File: config.mk
export PLATFORM = sky130hd
export DESIGN_NAME = hazard_controller
export DESIGN_NICKNAME = d
export VERILOG_FILES = /design/src/rtl/hazard_controller.sv
export SDC_FILE = /design/constraint.sdc
export NUM_CORES = 1
export LEC_CHECK = 0
export BUFFER_PORTS_ARGS = -buffer_cell sky130_fd_sc_hd__buf_2
export CAP_MARGIN = 20
export CORE_MARGIN = 4
export CORE_UTILIZATION = 32
export DETAILED_ROUTE_END_ITERATION = 6
export HOLD_SLACK_MARGIN = 0.03
export PLACE_DENSITY = 0.73
export REMOVE_ABC_BUFFERS = 1
export SYNTH_ARGS = -nofsm -noshare
export SYNTH_HDL_FRONTEND = slang
export SYNTH_SLANG_ARGS = --single-unit
File: constraint.sdc
create_clock -name clock -period 1.8 [get_ports clock]
set_input_delay 0.09 -clock clock [delete_from_list [all_inputs] [get_ports clock]]
set_output_delay 0.09 -clock clock [all_outputs]
set_load 0.005 [all_outputs]
File: src/rtl/hazard_controller.sv
// -----------------------------------------------------------------------------
// hazard_controller
//   Stall/flush sequencer for the 5-stage core, paired with forwarding_unit.
//   Covers the hazards forwarding cannot resolve (load-use, ID-stage compares
//   on a not-yet-ready rd). It holds the pipeline for the multi-cycle MDU and
//   for data-memory wait states, and flushes on taken branches (ID) and on
//   traps (MEM).
//
// Optional feature: define HAZARD_PERF_CNT_EN to build the saturating
//   stall_cycles counter. Without it, stall_cycles is tied to 0 and no
//   counter flops exist.
//
// Ports
//   clock, reset          rising-edge clock, asynchronous active-high reset
//   forwarding_type_id    forwarding class of the instruction in ID
//   rs1_id, rs2_id        ID source registers
//   rd_ex, rd_mem         EX / MEM destination registers
//   reg_we_ex             EX instruction writes rd
//   mem_rd_ex, mem_rd_mem EX / MEM instruction is a load
//   mdu_start_ex          MUL/DIV in EX, MDU starts this cycle
//   mdu_done              MDU result valid (1-cycle pulse)
//   mem_busy              data memory not ready for the MEM access
//   branch_taken_id       taken branch/jump resolved in ID
//   trap_mem              trap committed in MEM
//   stall_if/id/ex/mem    hold PC/IF-ID, IF-ID, ID-EX, EX-MEM
//   bubble_ex/mem/wb      insert NOP into ID-EX, EX-MEM, MEM-WB
//   flush_if              squash IF-ID contents
//   mdu_abort             cancel the MDU operation (1-cycle pulse)
//   stall_cycles          number of cycles with stall_if=1
// -----------------------------------------------------------------------------
package hazard_pkg;
   typedef enum logic [1:0] {
      FWD_NONE    = 2'd0,
      FWD_TYPE1   = 2'd1,
      FWD_TYPE1_3 = 2'd2,
      FWD_TYPE2   = 2'd3
   } forwarding_type_t;
endpackage

module hazard_controller
   import hazard_pkg::*;
#(
   parameter int STALL_CNT_WIDTH = 32
) (
   input  logic                       clock,
   input  logic                       reset,
   input  forwarding_type_t           forwarding_type_id,
   input  logic [4:0]                 rs1_id,
   input  logic [4:0]                 rs2_id,
   input  logic [4:0]                 rd_ex,
   input  logic [4:0]                 rd_mem,
   input  logic                       reg_we_ex,
   input  logic                       mem_rd_ex,
   input  logic                       mem_rd_mem,
   input  logic                       mdu_start_ex,
   input  logic                       mdu_done,
   input  logic                       mem_busy,
   input  logic                       branch_taken_id,
   input  logic                       trap_mem,
   output logic                       stall_if,
   output logic                       stall_id,
   output logic                       stall_ex,
   output logic                       stall_mem,
   output logic                       bubble_ex,
   output logic                       bubble_mem,
   output logic                       bubble_wb,
   output logic                       flush_if,
   output logic                       mdu_abort,
   output logic [STALL_CNT_WIDTH-1:0] stall_cycles
);

   typedef enum logic [1:0] {
      RUN      = 2'd0,
      MDU_WAIT = 2'd1,
      MEM_WAIT = 2'd2
   } state_t;

   state_t state_q, state_d;

   logic hit_ex;
   logic hit_mem;
   logic load_use;

   // Hazards that forwarding cannot cover; x0 never creates a dependency.
   always_comb begin
      hit_ex   = (rd_ex  != 5'd0) && ((rd_ex  == rs1_id) || (rd_ex  == rs2_id));
      hit_mem  = (rd_mem != 5'd0) && ((rd_mem == rs1_id) || (rd_mem == rs2_id));
      load_use = 1'b0;
      case (forwarding_type_id)
         FWD_TYPE1, FWD_TYPE1_3: load_use = mem_rd_ex && hit_ex;
         // ID-stage compare: needs operands before EX/MEM can forward them,
         // so a load in EX costs two cycles (EX then MEM).
         FWD_TYPE2: load_use = (reg_we_ex && (rd_ex != 5'd0) && (rd_ex == rs2_id))
                            || (mem_rd_ex && hit_ex)
                            || (mem_rd_mem && hit_mem);
         default:   load_use = 1'b0;
      endcase
   end

   always_comb begin
      state_d    = state_q;
      stall_if   = 1'b0;
      stall_id   = 1'b0;
      stall_ex   = 1'b0;
      stall_mem  = 1'b0;
      bubble_ex  = 1'b0;
      bubble_mem = 1'b0;
      bubble_wb  = 1'b0;
      flush_if   = 1'b0;
      mdu_abort  = 1'b0;

      case (state_q)
         MDU_WAIT: begin
            stall_if   = 1'b1;
            stall_id   = 1'b1;
            stall_ex   = 1'b1;
            bubble_mem = 1'b1;
            if (mdu_done) begin
               state_d = RUN;
            end
         end
         default: begin
            // RUN and MEM_WAIT share this path: a memory wait is held exactly
            // while mem_busy is high, and once it drops the cycle is a normal
            // RUN cycle (load-use and MDU entry evaluated again).
            if (mem_busy) begin
               stall_if  = 1'b1;
               stall_id  = 1'b1;
               stall_ex  = 1'b1;
               stall_mem = 1'b1;
               bubble_wb = 1'b1;
               state_d   = MEM_WAIT;
            end else begin
               state_d = RUN;
               if (load_use) begin
                  stall_if  = 1'b1;
                  stall_id  = 1'b1;
                  bubble_ex = 1'b1;
               end
               // A same-cycle done means the result is already available.
               if (mdu_start_ex && !mdu_done) begin
                  state_d = MDU_WAIT;
               end
            end
         end
      endcase

      // Branch operands are not valid while ID is held.
      flush_if = branch_taken_id && !stall_id;

      if (trap_mem) begin
         stall_if   = 1'b0;
         stall_id   = 1'b0;
         stall_ex   = 1'b0;
         stall_mem  = 1'b0;
         bubble_wb  = 1'b0;
         flush_if   = 1'b1;
         bubble_ex  = 1'b1;
         bubble_mem = 1'b1;
         // An op that completes this cycle has nothing left to cancel.
         mdu_abort  = ((state_q == MDU_WAIT) || mdu_start_ex) && !mdu_done;
         state_d    = RUN;
      end
   end

   always_ff @(posedge clock or posedge reset) begin
      if (reset) begin
         state_q <= RUN;
      end else begin
         state_q <= state_d;
      end
   end

`ifdef HAZARD_PERF_CNT_EN
   logic [STALL_CNT_WIDTH-1:0] stall_cycles_q, stall_cycles_d;

   always_comb begin
      stall_cycles_d = stall_cycles_q;
      if (stall_if && !(&stall_cycles_q)) begin
         stall_cycles_d = stall_cycles_q + STALL_CNT_WIDTH'(1);
      end
   end

   always_ff @(posedge clock or posedge reset) begin
      if (reset) begin
         stall_cycles_q <= '0;
      end else begin
         stall_cycles_q <= stall_cycles_d;
      end
   end

   assign stall_cycles = stall_cycles_q;
`else
   assign stall_cycles = '0;
`endif

endmodule
==> flow_summary.json <==
{
  "status": "finished clean",
  "power_uw": 316,
  "vias": 682,
  "netlist_instances": 101,
  "gp_congestion": 0.803,
  "yosysWarnings": 0,
  "dieWidth_um": 56.2,
  "finalHoldViolCount": 0,
  "finalCritPeriodShare_pct": 87.3,
  "clock_latency_ns": 0.22,
  "die_area_um2": 3150,
  "drive_gt1_share_pct": 33.8,
  "fin_skew_ns": 0.00234,
  "p_comb_share_pct": 54.2,
  "fin_area_um2": 871,
  "totalWireLength_um": 1710,
  "cts_buffers": 3,
  "yosysUniqueCellTypes": 23,
  "clk_path_buf_depth": 2,
  "critPathCaptureType": "primary output",
  "critPathArrivalTime_ns": 1.48,
  "p_int_uw": 202,
  "core_area_um2": 2210,
  "cts_tree": "built",
  "hp-class": "in -> reg",
  "top_regs": "state_q x2",
  "start_util_pct": 33.5,
  "synth_ff_type": "dfrtp_1",
  "final_cell_mix": "buf_2 (40), conb_1 (32), xnor2_1 (18)",
  "synth_edf_count": 0,
  "antenna_cells": 0,
  "cts_sinks": 2,
  "sw_frac_of_total_pct": 36.1,
  "wl_per_cell_um": 10.1,
  "rows": 17,
  "io_pins": 73,
  "viasPerCell": 4.01,
  "grt_usage_pct": 9.56,
  "pwr-share-clk_pct": 30.8,
  "place_area_um2": 838,
  "crit_fanout": 3,
  "cts_root_buf": "clkbuf_4",
  "largest_reg_flops": 2,
  "cp-start-kind": "input pin",
  "h-tree-depth": 1,
  "tns_ns": 0,
  "portBuffers": 40,
  "synth-seq-cells": 2,
  "drt_iter0_drc": 24,
  "regMostFlops": "state_q",
  "min_period_ns": 1.57,
  "worstPathRequired_ns": 1.71,
  "power_leakage_uw": 0.000464,
  "mostFrequentLayoutCell": "buf_2",
  "seqPwrFrac_pct": 15.1,
  "p_per_area_nw_per_um2": 363,
  "grt_max_degree": 7,
  "drt_pre_antenna_iters": 4,
  "fillers": 274,
  "grt_first_pass_wirelength_um": 2440,
  "slew_violations": 0,
  "rsz0062_at_grt": "no",
  "antenna_found_initial": 0,
  "grt-ovfl-total": 0,
  "cts-resized-gates": 0,
  "final_nets": 178,
  "post-cts-setup-buffers": 0,
  "power.switching_uw": 114,
  "yosysSeqAreaShare_pct": 6.75,
  "drc": 0,
  "dp_hpwl_um": 1590,
  "ant_nets": 0,
  "peakVddDrop_mv": 0.155,
  "grt_pass1_vias": 604,
  "drv_cap": 0,
  "syn2layout_area_growth_pct": 17.4,
  "setup_viol": 0,
  "async_flop_share_pct": 100,
  "crit_type": "in -> out",
  "clk_pin_slew_worst_paths_ns": 0.03,
  "die_h_um": 56.2,
  "synthesis.area_um2": 742,
  "syn_area_per_cell_um2": 7.35,
  "max_freq_ghz": 0.637
}
layout make-up:
| cell class | count | area (um^2) | share of cell area [%] |
|---|---|---|---|
| sequential | 2 | 50.0 | 5.75 |
| inverter | 6 | 22.5 | 2.59 |
| timing repair buffer | 41 | 210 | 24.1 |
| tap | 28 | 35.0 | 4.02 |
| clock buffer | 3 | 22.5 | 2.59 |
| multi-input combinational | 90 | 531 | 60.9 |
metal layers:
layer  global-route usage [%]  wire length, um  part of all wire, %
met5                        0                0                    0
met4                     4.75                6                 0.35
met3                     3.94              200                   12
met2                     15.2              862                   50
met1                     10.9              642                   38
stage by stage:
stage	hold WS, ns	std cells	util, %	setup WS, ns
after floorplan	-0.169	98	-	0.518
after global placement	-0.0619	166	37.9	0.244
after detailed placement	-0.0563	166	37.9	0.215
after CTS	0.0409	170	39.4	0.213
after global routing	0.0453	170	39.4	0.123
final	0.0500	170	39.4	0.229
path summary, 6_finish.rpt:
check / to / from / slack (ns) / cells past startpoint
hold / removal: state_q[0]$_DFFE_PP0P_ / mdu_done / 0.05 / 2
setup reg to reg: state_q[1]$_DFFE_PP0P_ / state_q[0]$_DFFE_PP0P_ / 0.83 / 3
min in group asynchronous: state_q[1]$_DFFE_PP0P_ / reset / 0.26 / 3
setup / recovery: stall_if / rd_ex[1] / 0.23 / 6
max in group asynchronous: state_q[0]$_DFFE_PP0P_ / reset / 1.43 / 3
hold reg to reg: state_q[0]$_DFFE_PP0P_ / state_q[1]$_DFFE_PP0P_ / 0.61 / 3
cells in the mapped netlist (all sizes together) (2+ instances only):
cell type | number | area, um^2
nor3 | 6 | 30.0
inv | 6 | 22.5
buf | 34 | 255
nand3 | 5 | 25.0
a21oi | 2 | 10.0
xor2 | 2 | 17.5
ha | 2 | 25.0
xnor2 | 18 | 158
nand2 | 5 | 18.8
dfrtp | 2 | 50.1
nor2 | 7 | 26.3
power groups by stage:
stage	clock network [uW]	registers, uW	logic, uW
final	97.2	47.6	171
after global routing	109	47.8	192
after CTS	104	47.7	171
after detailed placement	0	48.1	169
after global placement	0	48.0	167
after floorplan	0	48.0	92.5
critical path, cell delays in order:
cell	delay (ns)
buf_2	0.12
or4_4	0.54
o221a_2	0.26
o21ai_0	0.15
a311oi_1	0.17
buf_2	0.16
logic make-up after synthesis:
family	after synthesis	synth area share, %
buffers and inverters	40	37.4
and+or+nand+nor	26	16.7
xor gates and xnor gates	20	23.6
AOI/OAI and AO/OA	10	11.6
adders and majority gates	2	3.37
DFF	2	6.75
other	1	0.505
what timing repair did:
action / in CTS / in global routing
hold buffers: 1 / 0
hold endpoints to repair: 2 / 0
setup endpoints to repair: 0 / 0
No activity file was read; power rests on OpenSTA's default activity.
